--- config.mk ---
export PLATFORM = sky130hd
export DESIGN_NAME = ask_frame_scheduler
export DESIGN_NICKNAME = d
export VERILOG_FILES = /design/src/rtl/ask_frame_scheduler.sv
export SDC_FILE = /design/constraint.sdc
export NUM_CORES = 1
export LEC_CHECK = 0
export BUFFER_PORTS_ARGS = -buffer_cell sky130_fd_sc_hd__buf_2
export CORE_ASPECT_RATIO = 0.9
export CORE_MARGIN = 10
export CORE_UTILIZATION = 55
export DETAILED_ROUTE_END_ITERATION = 16
export GPL_ROUTABILITY_DRIVEN = 0
export HOLD_SLACK_MARGIN = 0.03
export PLACE_DENSITY_LB_ADDON = 0.15
export SKIP_CTS_REPAIR_TIMING = 1
export SLEW_MARGIN = 20
export SYNTH_ARGS = -nofsm -noshare
export SYNTH_HDL_FRONTEND = slang
export SYNTH_SLANG_ARGS = --single-unit
--- constraint.sdc ---
create_clock -name clk_20m -period 3.5 [get_ports clk_20m]
set_input_delay 0 -clock clk_20m [delete_from_list [all_inputs] [get_ports clk_20m]]
set_output_delay 0 -clock clk_20m [all_outputs]
set_load 0.05 [all_outputs]
--- src/rtl/ask_frame_scheduler.sv ---
// ASK frame sequencer: alternating preamble, MSB-first ROM payload, silent guard gap.
// Define ASK_UART_MIRROR_EN to mirror each payload byte to the UART TX, with bit stretching while it is busy.
module ask_frame_scheduler #(
  parameter int BIT_CYCLES    = 20000,
  parameter int PREAMBLE_BITS = 16,
  parameter int FRAME_BYTES   = 784,
  parameter int GAP_CYCLES    = 200000
) (
  input  logic        clk_20m,
  input  logic        rst_n,
  input  logic        start,
  input  logic        abort,
  output logic [16:0] rom_addr,
  input  logic [7:0]  rom_data,
  output logic        bit_out,
  output logic        bit_valid,
  output logic        busy,
  output logic        done,
  output logic [9:0]  byte_idx,
  output logic        uart_tx_en,
  output logic [7:0]  uart_tx_data,
  input  logic        uart_tx_busy
);

  localparam int BC_W  = $clog2(BIT_CYCLES + 1);
  localparam int PB_W  = $clog2(PREAMBLE_BITS + 1);
  localparam int GAP_W = $clog2(GAP_CYCLES + 1);
  localparam logic [BC_W-1:0]  BC_LAST  = BC_W'(BIT_CYCLES - 1);
  localparam logic [PB_W-1:0]  PB_LAST  = PB_W'(PREAMBLE_BITS - 1);
  localparam logic [GAP_W-1:0] GAP_LAST = GAP_W'(GAP_CYCLES - 1);
  localparam logic [9:0]       FB_LAST  = 10'(FRAME_BYTES - 1);

  typedef enum logic [1:0] {
    ST_IDLE     = 2'd0,
    ST_PREAMBLE = 2'd1,
    ST_PAYLOAD  = 2'd2,
    ST_GAP      = 2'd3
  } state_t;

  logic stall_s;
`ifdef ASK_UART_MIRROR_EN
  localparam logic MIRROR_EN = 1'b1;
  assign stall_s = uart_tx_busy;
`else
  localparam logic MIRROR_EN = 1'b0;
  logic unused_busy_s;
  assign stall_s       = 1'b0;
  assign unused_busy_s = uart_tx_busy;
`endif

  state_t            state_r, state_s;
  logic [BC_W-1:0]   bit_cnt_r, bit_cnt_s;
  logic [GAP_W-1:0]  gap_cnt_r, gap_cnt_s;
  logic [PB_W-1:0]   pre_idx_r, pre_idx_s;
  logic [2:0]        bit_in_byte_r, bit_in_byte_s;
  logic [6:0]        shift_r, shift_s;
  logic [7:0]        prefetch_r, prefetch_s;
  logic [9:0]        byte_idx_r, byte_idx_s;
  logic [16:0]       rom_addr_r, rom_addr_s;
  logic              bit_out_r, bit_out_s;
  logic              bit_valid_r, bit_valid_s;
  logic              busy_r, busy_s;
  logic              done_r, done_s;
  logic              uart_tx_en_r, uart_tx_en_s;
  logic [7:0]        uart_tx_data_r, uart_tx_data_s;
  logic              load_s;

  // Next-state and next-output computation for the frame sequencer.
  always_comb begin
    state_s        = state_r;
    bit_cnt_s      = bit_cnt_r;
    gap_cnt_s      = gap_cnt_r;
    pre_idx_s      = pre_idx_r;
    bit_in_byte_s  = bit_in_byte_r;
    shift_s        = shift_r;
    prefetch_s     = prefetch_r;
    byte_idx_s     = byte_idx_r;
    rom_addr_s     = rom_addr_r;
    bit_out_s      = bit_out_r;
    bit_valid_s    = bit_valid_r;
    busy_s         = busy_r;
    done_s         = 1'b0;
    uart_tx_en_s   = 1'b0;
    uart_tx_data_s = uart_tx_data_r;
    load_s         = 1'b0;

    if (abort && (state_r != ST_IDLE)) begin
      state_s       = ST_IDLE;
      bit_cnt_s     = '0;
      gap_cnt_s     = '0;
      pre_idx_s     = '0;
      bit_in_byte_s = 3'd0;
      byte_idx_s    = 10'd0;
      rom_addr_s    = 17'd0;
      bit_out_s     = 1'b0;
      bit_valid_s   = 1'b0;
      busy_s        = 1'b0;
    end else begin
      case (state_r)
        ST_IDLE: begin
          if (start && !abort) begin
            state_s     = ST_PREAMBLE;
            bit_cnt_s   = '0;
            pre_idx_s   = '0;
            byte_idx_s  = 10'd0;
            rom_addr_s  = 17'd0;
            bit_out_s   = 1'b1;
            bit_valid_s = 1'b1;
            busy_s      = 1'b1;
          end else begin
            state_s = ST_IDLE;
          end
        end
        ST_PREAMBLE: begin
          if ((bit_cnt_r == BC_LAST) && (pre_idx_r == PB_LAST)) begin
            load_s = 1'b1;
          end else if (bit_cnt_r == BC_LAST) begin
            bit_cnt_s = '0;
            pre_idx_s = pre_idx_r + PB_W'(1);
            bit_out_s = pre_idx_r[0];
            // Byte 0 address is presented as the final preamble bit begins.
            if ((pre_idx_r + PB_W'(1)) == PB_LAST) begin
              rom_addr_s = 17'd0;
            end else begin
              rom_addr_s = rom_addr_r;
            end
          end else begin
            bit_cnt_s = bit_cnt_r + BC_W'(1);
            if ((pre_idx_r == PB_LAST) && (bit_cnt_r == BC_W'(2))) begin
              prefetch_s = rom_data;
            end else begin
              prefetch_s = prefetch_r;
            end
          end
        end
        ST_PAYLOAD: begin
          if ((bit_cnt_r == BC_LAST) && (bit_in_byte_r == 3'd7) && (byte_idx_r == FB_LAST)) begin
            state_s     = ST_GAP;
            bit_cnt_s   = '0;
            gap_cnt_s   = '0;
            bit_out_s   = 1'b0;
            bit_valid_s = 1'b0;
          end else if ((bit_cnt_r == BC_LAST) && (bit_in_byte_r == 3'd7)) begin
            load_s = 1'b1;
          end else if (bit_cnt_r == BC_LAST) begin
            bit_cnt_s     = '0;
            shift_s       = {shift_r[5:0], 1'b0};
            bit_out_s     = shift_r[6];
            bit_in_byte_s = bit_in_byte_r + 3'd1;
            if ((bit_in_byte_r == 3'd6) && (byte_idx_r != FB_LAST)) begin
              rom_addr_s = {7'd0, byte_idx_r} + 17'd1;
            end else begin
              rom_addr_s = rom_addr_r;
            end
          end else begin
            bit_cnt_s = bit_cnt_r + BC_W'(1);
            if ((bit_in_byte_r == 3'd7) && (bit_cnt_r == BC_W'(2))) begin
              prefetch_s = rom_data;
            end else begin
              prefetch_s = prefetch_r;
            end
          end
        end
        ST_GAP: begin
          if (gap_cnt_r == GAP_LAST) begin
            state_s    = ST_IDLE;
            gap_cnt_s  = '0;
            bit_cnt_s  = '0;
            pre_idx_s  = '0;
            byte_idx_s = 10'd0;
            rom_addr_s = 17'd0;
            busy_s     = 1'b0;
            done_s     = 1'b1;
          end else begin
            gap_cnt_s = gap_cnt_r + GAP_W'(1);
          end
        end
        default: begin
          state_s = ST_IDLE;
        end
      endcase

      // A busy UART holds the counter at the boundary, stretching the current bit.
      if (load_s && stall_s) begin
        bit_cnt_s = bit_cnt_r;
      end else if (load_s) begin
        state_s        = ST_PAYLOAD;
        bit_cnt_s      = '0;
        shift_s        = prefetch_r[6:0];
        bit_out_s      = prefetch_r[7];
        bit_in_byte_s  = 3'd0;
        byte_idx_s     = (state_r == ST_PAYLOAD) ? (byte_idx_r + 10'd1) : byte_idx_r;
        uart_tx_en_s   = MIRROR_EN;
        uart_tx_data_s = MIRROR_EN ? prefetch_r : 8'd0;
      end else begin
        uart_tx_en_s = 1'b0;
      end
    end
  end

  // State and output registers.
  always_ff @(posedge clk_20m or negedge rst_n) begin
    if (!rst_n) begin
      state_r        <= ST_IDLE;
      bit_cnt_r      <= '0;
      gap_cnt_r      <= '0;
      pre_idx_r      <= '0;
      bit_in_byte_r  <= 3'd0;
      shift_r        <= 7'd0;
      prefetch_r     <= 8'd0;
      byte_idx_r     <= 10'd0;
      rom_addr_r     <= 17'd0;
      bit_out_r      <= 1'b0;
      bit_valid_r    <= 1'b0;
      busy_r         <= 1'b0;
      done_r         <= 1'b0;
      uart_tx_en_r   <= 1'b0;
      uart_tx_data_r <= 8'd0;
    end else begin
      state_r        <= state_s;
      bit_cnt_r      <= bit_cnt_s;
      gap_cnt_r      <= gap_cnt_s;
      pre_idx_r      <= pre_idx_s;
      bit_in_byte_r  <= bit_in_byte_s;
      shift_r        <= shift_s;
      prefetch_r     <= prefetch_s;
      byte_idx_r     <= byte_idx_s;
      rom_addr_r     <= rom_addr_s;
      bit_out_r      <= bit_out_s;
      bit_valid_r    <= bit_valid_s;
      busy_r         <= busy_s;
      done_r         <= done_s;
      uart_tx_en_r   <= uart_tx_en_s;
      uart_tx_data_r <= uart_tx_data_s;
    end
  end

  assign rom_addr     = rom_addr_r;
  assign bit_out      = bit_out_r;
  assign bit_valid    = bit_valid_r;
  assign busy         = busy_r;
  assign done         = done_r;
  assign byte_idx     = byte_idx_r;
  assign uart_tx_en   = uart_tx_en_r;
  assign uart_tx_data = uart_tx_data_r;

endmodule

* Word level (Yosys, flattened, before mapping)
Index checks and enable logic that the tools add are counted.
Operators by class: div/mod/pow operators 0, multiplexer cells 84, $mul 0, $lt $le $gt $ge 0, equal/unequal tests 41, shift operators 0, reduce and logical (&&, ||, !) cells 35, add/subtract/negate cells 6, bitwise operators 1
Operator list (number):
- two-way mux 17 bit | 10
- two-way mux 15 bit | 8
- one-hot mux 17 bit (4 select lines) | 1
- one-hot mux 15 bit (4 select lines) | 1
- two-way mux 8 bit | 7
- two-way mux 18 bit | 3
- two-way mux 10 bit | 5
- one-hot mux 18 bit (2 select lines) | 1
- two-way mux 7 bit | 5
- != test 3 bit, second input constant | 10
- two-way mux 5 bit | 5
- two-way mux 1 bit | 20
- != test 4 bit, second input constant | 5
- one-hot mux 10 bit (2 select lines) | 1
- adder 18 x 1 -> 18 bit, second input constant | 1
- equality test 18 bit, second input constant | 1
- two-way mux 3 bit | 6
- AND reduction 9 bit | 2
- one-hot mux 8 bit (2 select lines) | 1
- adder 15 x 1 -> 15 bit, second input constant | 1
- equality test 15 bit, second input constant | 1
- equality test 15 x 2 -> 1 bit, second input constant | 1
- one-hot mux 5 bit (3 select lines) | 1
- nonzero test 3 bit | 5
- 30 further kinds | 65
Storage, ports and cells: bits of input ports 13, register bits after elaboration 89, bits in read-only memories 0, bits in writable memories 0, output and inout bits 40, memories kept 0, latch bits 0

* Depth between registers and ports, before layout
depth in word-level cells 8, depth in mapped cells 11, depth with buffers taken out 9

* Worst setup path after synthesis
Ideal clock, no wire load.
path type register to register, start reg byte_idx_r[0], in the netlist byte_idx[0], end reg gap_cnt_r[15], required time 3408 ps, cell stages (with the launch flop) 10, arrival 2701 ps, period minus slack after synthesis 2793 ps, setup slack 707 ps, cell sequence dfrtp_1 > ha_1 > nand4b_2 > or4_4 > nand2b_4 > o21a_1 > or2_1 > buf_6 > buf_6 > o31ai_2
Between the ends: longest elaborated chain between the ends 4
Ends and longest elaborated chain:
- start, declared | line 58 | logic [9:0] byte_idx_r, byte_idx_s;
- start signal, assigned | line 227 | byte_idx_r <= byte_idx_s;
- equality test 10 bit | line 137 | if ((bit_cnt_r == BC_LAST) && (bit_in_byte_r == 3'd7) && (byte_idx_r == FB_LAST)) begin
- logical AND 1 bit | line 137
- != test 3 bit (no line)
- AND reduction 2 bit (no line)
- end signal, assigned | line 222 | gap_cnt_r <= gap_cnt_s;
- end, declared | line 53 | logic [GAP_W-1:0] gap_cnt_r, gap_cnt_s;
Every way passes these cells. A chain may end at the register's enable or synchronous reset.

* Worst setup path after layout
start reg bit_cnt_r[0], end reg bit_cnt_r[10]
Between the ends: longest elaborated chain between the ends 8
Ends and longest elaborated chain:
- start, declared | line 52 | logic [BC_W-1:0] bit_cnt_r, bit_cnt_s;
- start signal, assigned | line 221 | bit_cnt_r <= bit_cnt_s;
- parallel branches: the longest is 8 deep, another holds adder 15 x 1 -> 15 bit
Parallel ways; which one is timed is not known. The select of a mux whose other input is x is not followed.

==> out/summary.txt <==
yosys warns: 0
Setup crit start kind: register
HP Start: start
f_max: 336 MHz
number of nets in the layout: 610
RR Startpoint: bit_cnt_r[0]
Final Hold Viols: 0
Post-synth EDFFs: 0
Mapped Cells: 542
r2r setup slk: 520 ps
final worst clock skew: 13.5 ps
clk_lat worst skew: 360 ps
Pleak: 2.57 nW
initial antenna violation count: 0
clk buf depth: 2
DRC violations left: 0
Setup Crit Path Kind: reg -> reg
Post-Place Cells: 679
Die Wd: 120 um
ANT nets after route: 0
DRT iter0 DRCs: 366
PortBufs: 36
CP max-delay cell: or3b_1
antenna cell count: 0
Critical Path RT: 3780 ps
CTS tree: yes
Slew @ Worst Pin: 748 ps
worst r2r dst: bit_cnt_r[10]
P per Cell Area: 348 nW/um2
TritonRoute pass-1 iters: 5
CTS buffer count: 9
top-count cell post-synth: dfrtp_1
slew margin rel.: 50.1%
logic gate share of total power: 10.7%
CP delay by family, top: simple AND/OR/NAND/NOR gates
Post-Syn Area: 4950 um2
number of max-cap violations: 0
core area: 8690 um2
routed wire length: 11.4 mm
CTS Root Cell: clkbuf_8
critical-path cell list: ha_1, and4_1, and4_1, or3b_1, nor3_2, nand4_1, o21ai_0
Synth area leaders: dfrtp_1 42%, o21ai_0 5.6%, ha_1 4.0%
FF+latch count, synth: 83
Post-synth ARST share: 100%
Worst path max stage delay: 670 ps
Worst-path clk slew: 90 ps
critical path's most frequent cell: and4_1
global route overflow: 0
Net Sw Frac: 27.8%
first-pass GRT wire length: 19.3 mm
clock share of power: 37.4%
Die Area: 13200 um2
# IOs: 53
H-tree depth: 3
TNS Setup: 0 ps
status: completed
Synth top area share: 41.9%
Synth cell types: 69
share of power burned in registers: 51.8%
row count: 32
final core occ: 63.0%
Worst Path Buf+Inv: 0
ys flop type: dfrtp_1
CP Capture Type: register
Slew Viols, Final: 0
leading post-synthesis cells by instance count: 83 x dfrtp_1, 55 x o21ai_0, 47 x nor2_1
sequential area share after synthesis: 41.9%
Reg2Reg Depth: 7
P_int: 1.37 mW
Initial Util: 57.0%
area growth from synthesis to layout: 10.4%
via count: 4215
Via density: 5.98
Worst VDD drop: 0.206 mV
Avg Cell Area, Syn: 9.14 um2
count of final setup violators: 0
WL per Instance: 16.2 um
Worst EP arrival: 3260 ps
WP depth: 7
fin crit share: 85.0%
WHS Path Cells: 4
GRT Resource Usage Total: 17.4%
Die H: 110 um
fraction of layout cells with a size suffix above 1: 13.5%
post-synth top area cell: dfrtp_1
Switch Pwr: 528 uW
hpwl dp: 7.95 mm
number of global-route vias before repair: 3953
fill count: 757
HP Class: in -> reg
RSZ-0062 raised after global routing: false
crit path time final: 2980 ps
fin cells: 705
pin count of the biggest net entering global routing: 84
worst-path fanout max: 16
Hold Path Sink: bit_valid
clock sinks: 83
-- power groups by stage --
stage               logic, mW  registers [mW]  clock network (mW)
floorplan               0.130            1.02                   0
global placement        0.192            1.00                   0
detailed placement      0.196            1.00                   0
CTS                     0.196           0.985               0.731
global route            0.224           0.987               0.764
finish                  0.205           0.986               0.713
-- cells in the final DEF (no fill, tap or decap), types with 11 or more instances in the layout --
master and count:
a21oi_1 21, and3_1 19, buf_2 35, conb_1 15, dfrtp_1 83, ha_1 16
inv_1 15, mux2_1 11, nand2_1 44, nand2b_1 13, nand3_1 19, nor2_1 47
o21ai_0 55, o21ai_1 20, o31ai_1 18
-- final cells by class --
type | instances | area, um2 | share of cell area, %
multi-input cells | 421 | 2660 | 48.7
clock inverters | 5 | 61.3 | 1.12
flip-flops and latches | 83 | 2080 | 38.0
inverters | 15 | 56.3 | 1.03
well taps | 119 | 149 | 2.72
clock buffers | 11 | 141 | 2.58
repair buffers | 51 | 324 | 5.92
-- worst max-delay path by stage --
stage / startpoint / end / slack, ps
finish: bit_cnt_r[0] / bit_cnt_r[10] / 520
global route: bit_cnt_r[0] / bit_cnt_r[13] / 400
CTS: bit_cnt_r[0] / bit_cnt_r[10] / 530
detailed placement: bit_cnt_r[0] / bit_cnt_r[10] / 570
global placement: bit_cnt_r[0] / bit_cnt_r[14] / 720
floorplan: byte_idx[0] / gap_cnt_r[15] / 710
-- state kept, by name, indices dropped and copies added, names as in the netlist --
register	cells
state_r	2
busy	1
bit_valid	1
bit_cnt_r	15
shift_r	7
gap_cnt_r	18
bit_out	1
bit_in_byte_r	3
done	1
pre_idx_r	5
byte_idx	10
prefetch_r	8
rom_addr	11
-- worst min-delay path, stage by stage --
cell	delay (ps)
buf_2	110
nand2b_1	120
nand3_1	100
o21ai_0	70
-- cells by family after synthesis --
logic type               synth area share, %
adder cells (fa/ha/maj)                 4.04
buffers and inverters                   5.53
multiplexers                            5.38
XOR/XNOR                               0.884
other                                 0.0757
AND/OR/NAND/NOR                         22.3
flip-flops                              41.9
AO/OA/AOI/OAI                           19.9
-- through the flow --
stage | area, um2 | setup WS (ps) | hold slack, ps | power, mW
2_1_floorplan | 5010 | 707 | -296 | 1.15
3_3_place_gp | 5160 | 717 | 233 | 1.19
3_5_place_dp | 5160 | 566 | 238 | 1.20
4_1_cts | 5370 | 535 | -151 | 1.91
5_1_grt | 5470 | 398 | 124 | 1.98
6_report | 5470 | 524 | 94.6 | 1.90
-- per-layer routing --
layer	vias up	global-route usage (%)	routed length (um)
met1	2060	23.0	5270
met4	0	5.68	133
met5	-	0	0
li1	2025	-	-
met3	10	4.02	661
met2	120	28.1	5350
(Power assumes the default switching activity.)
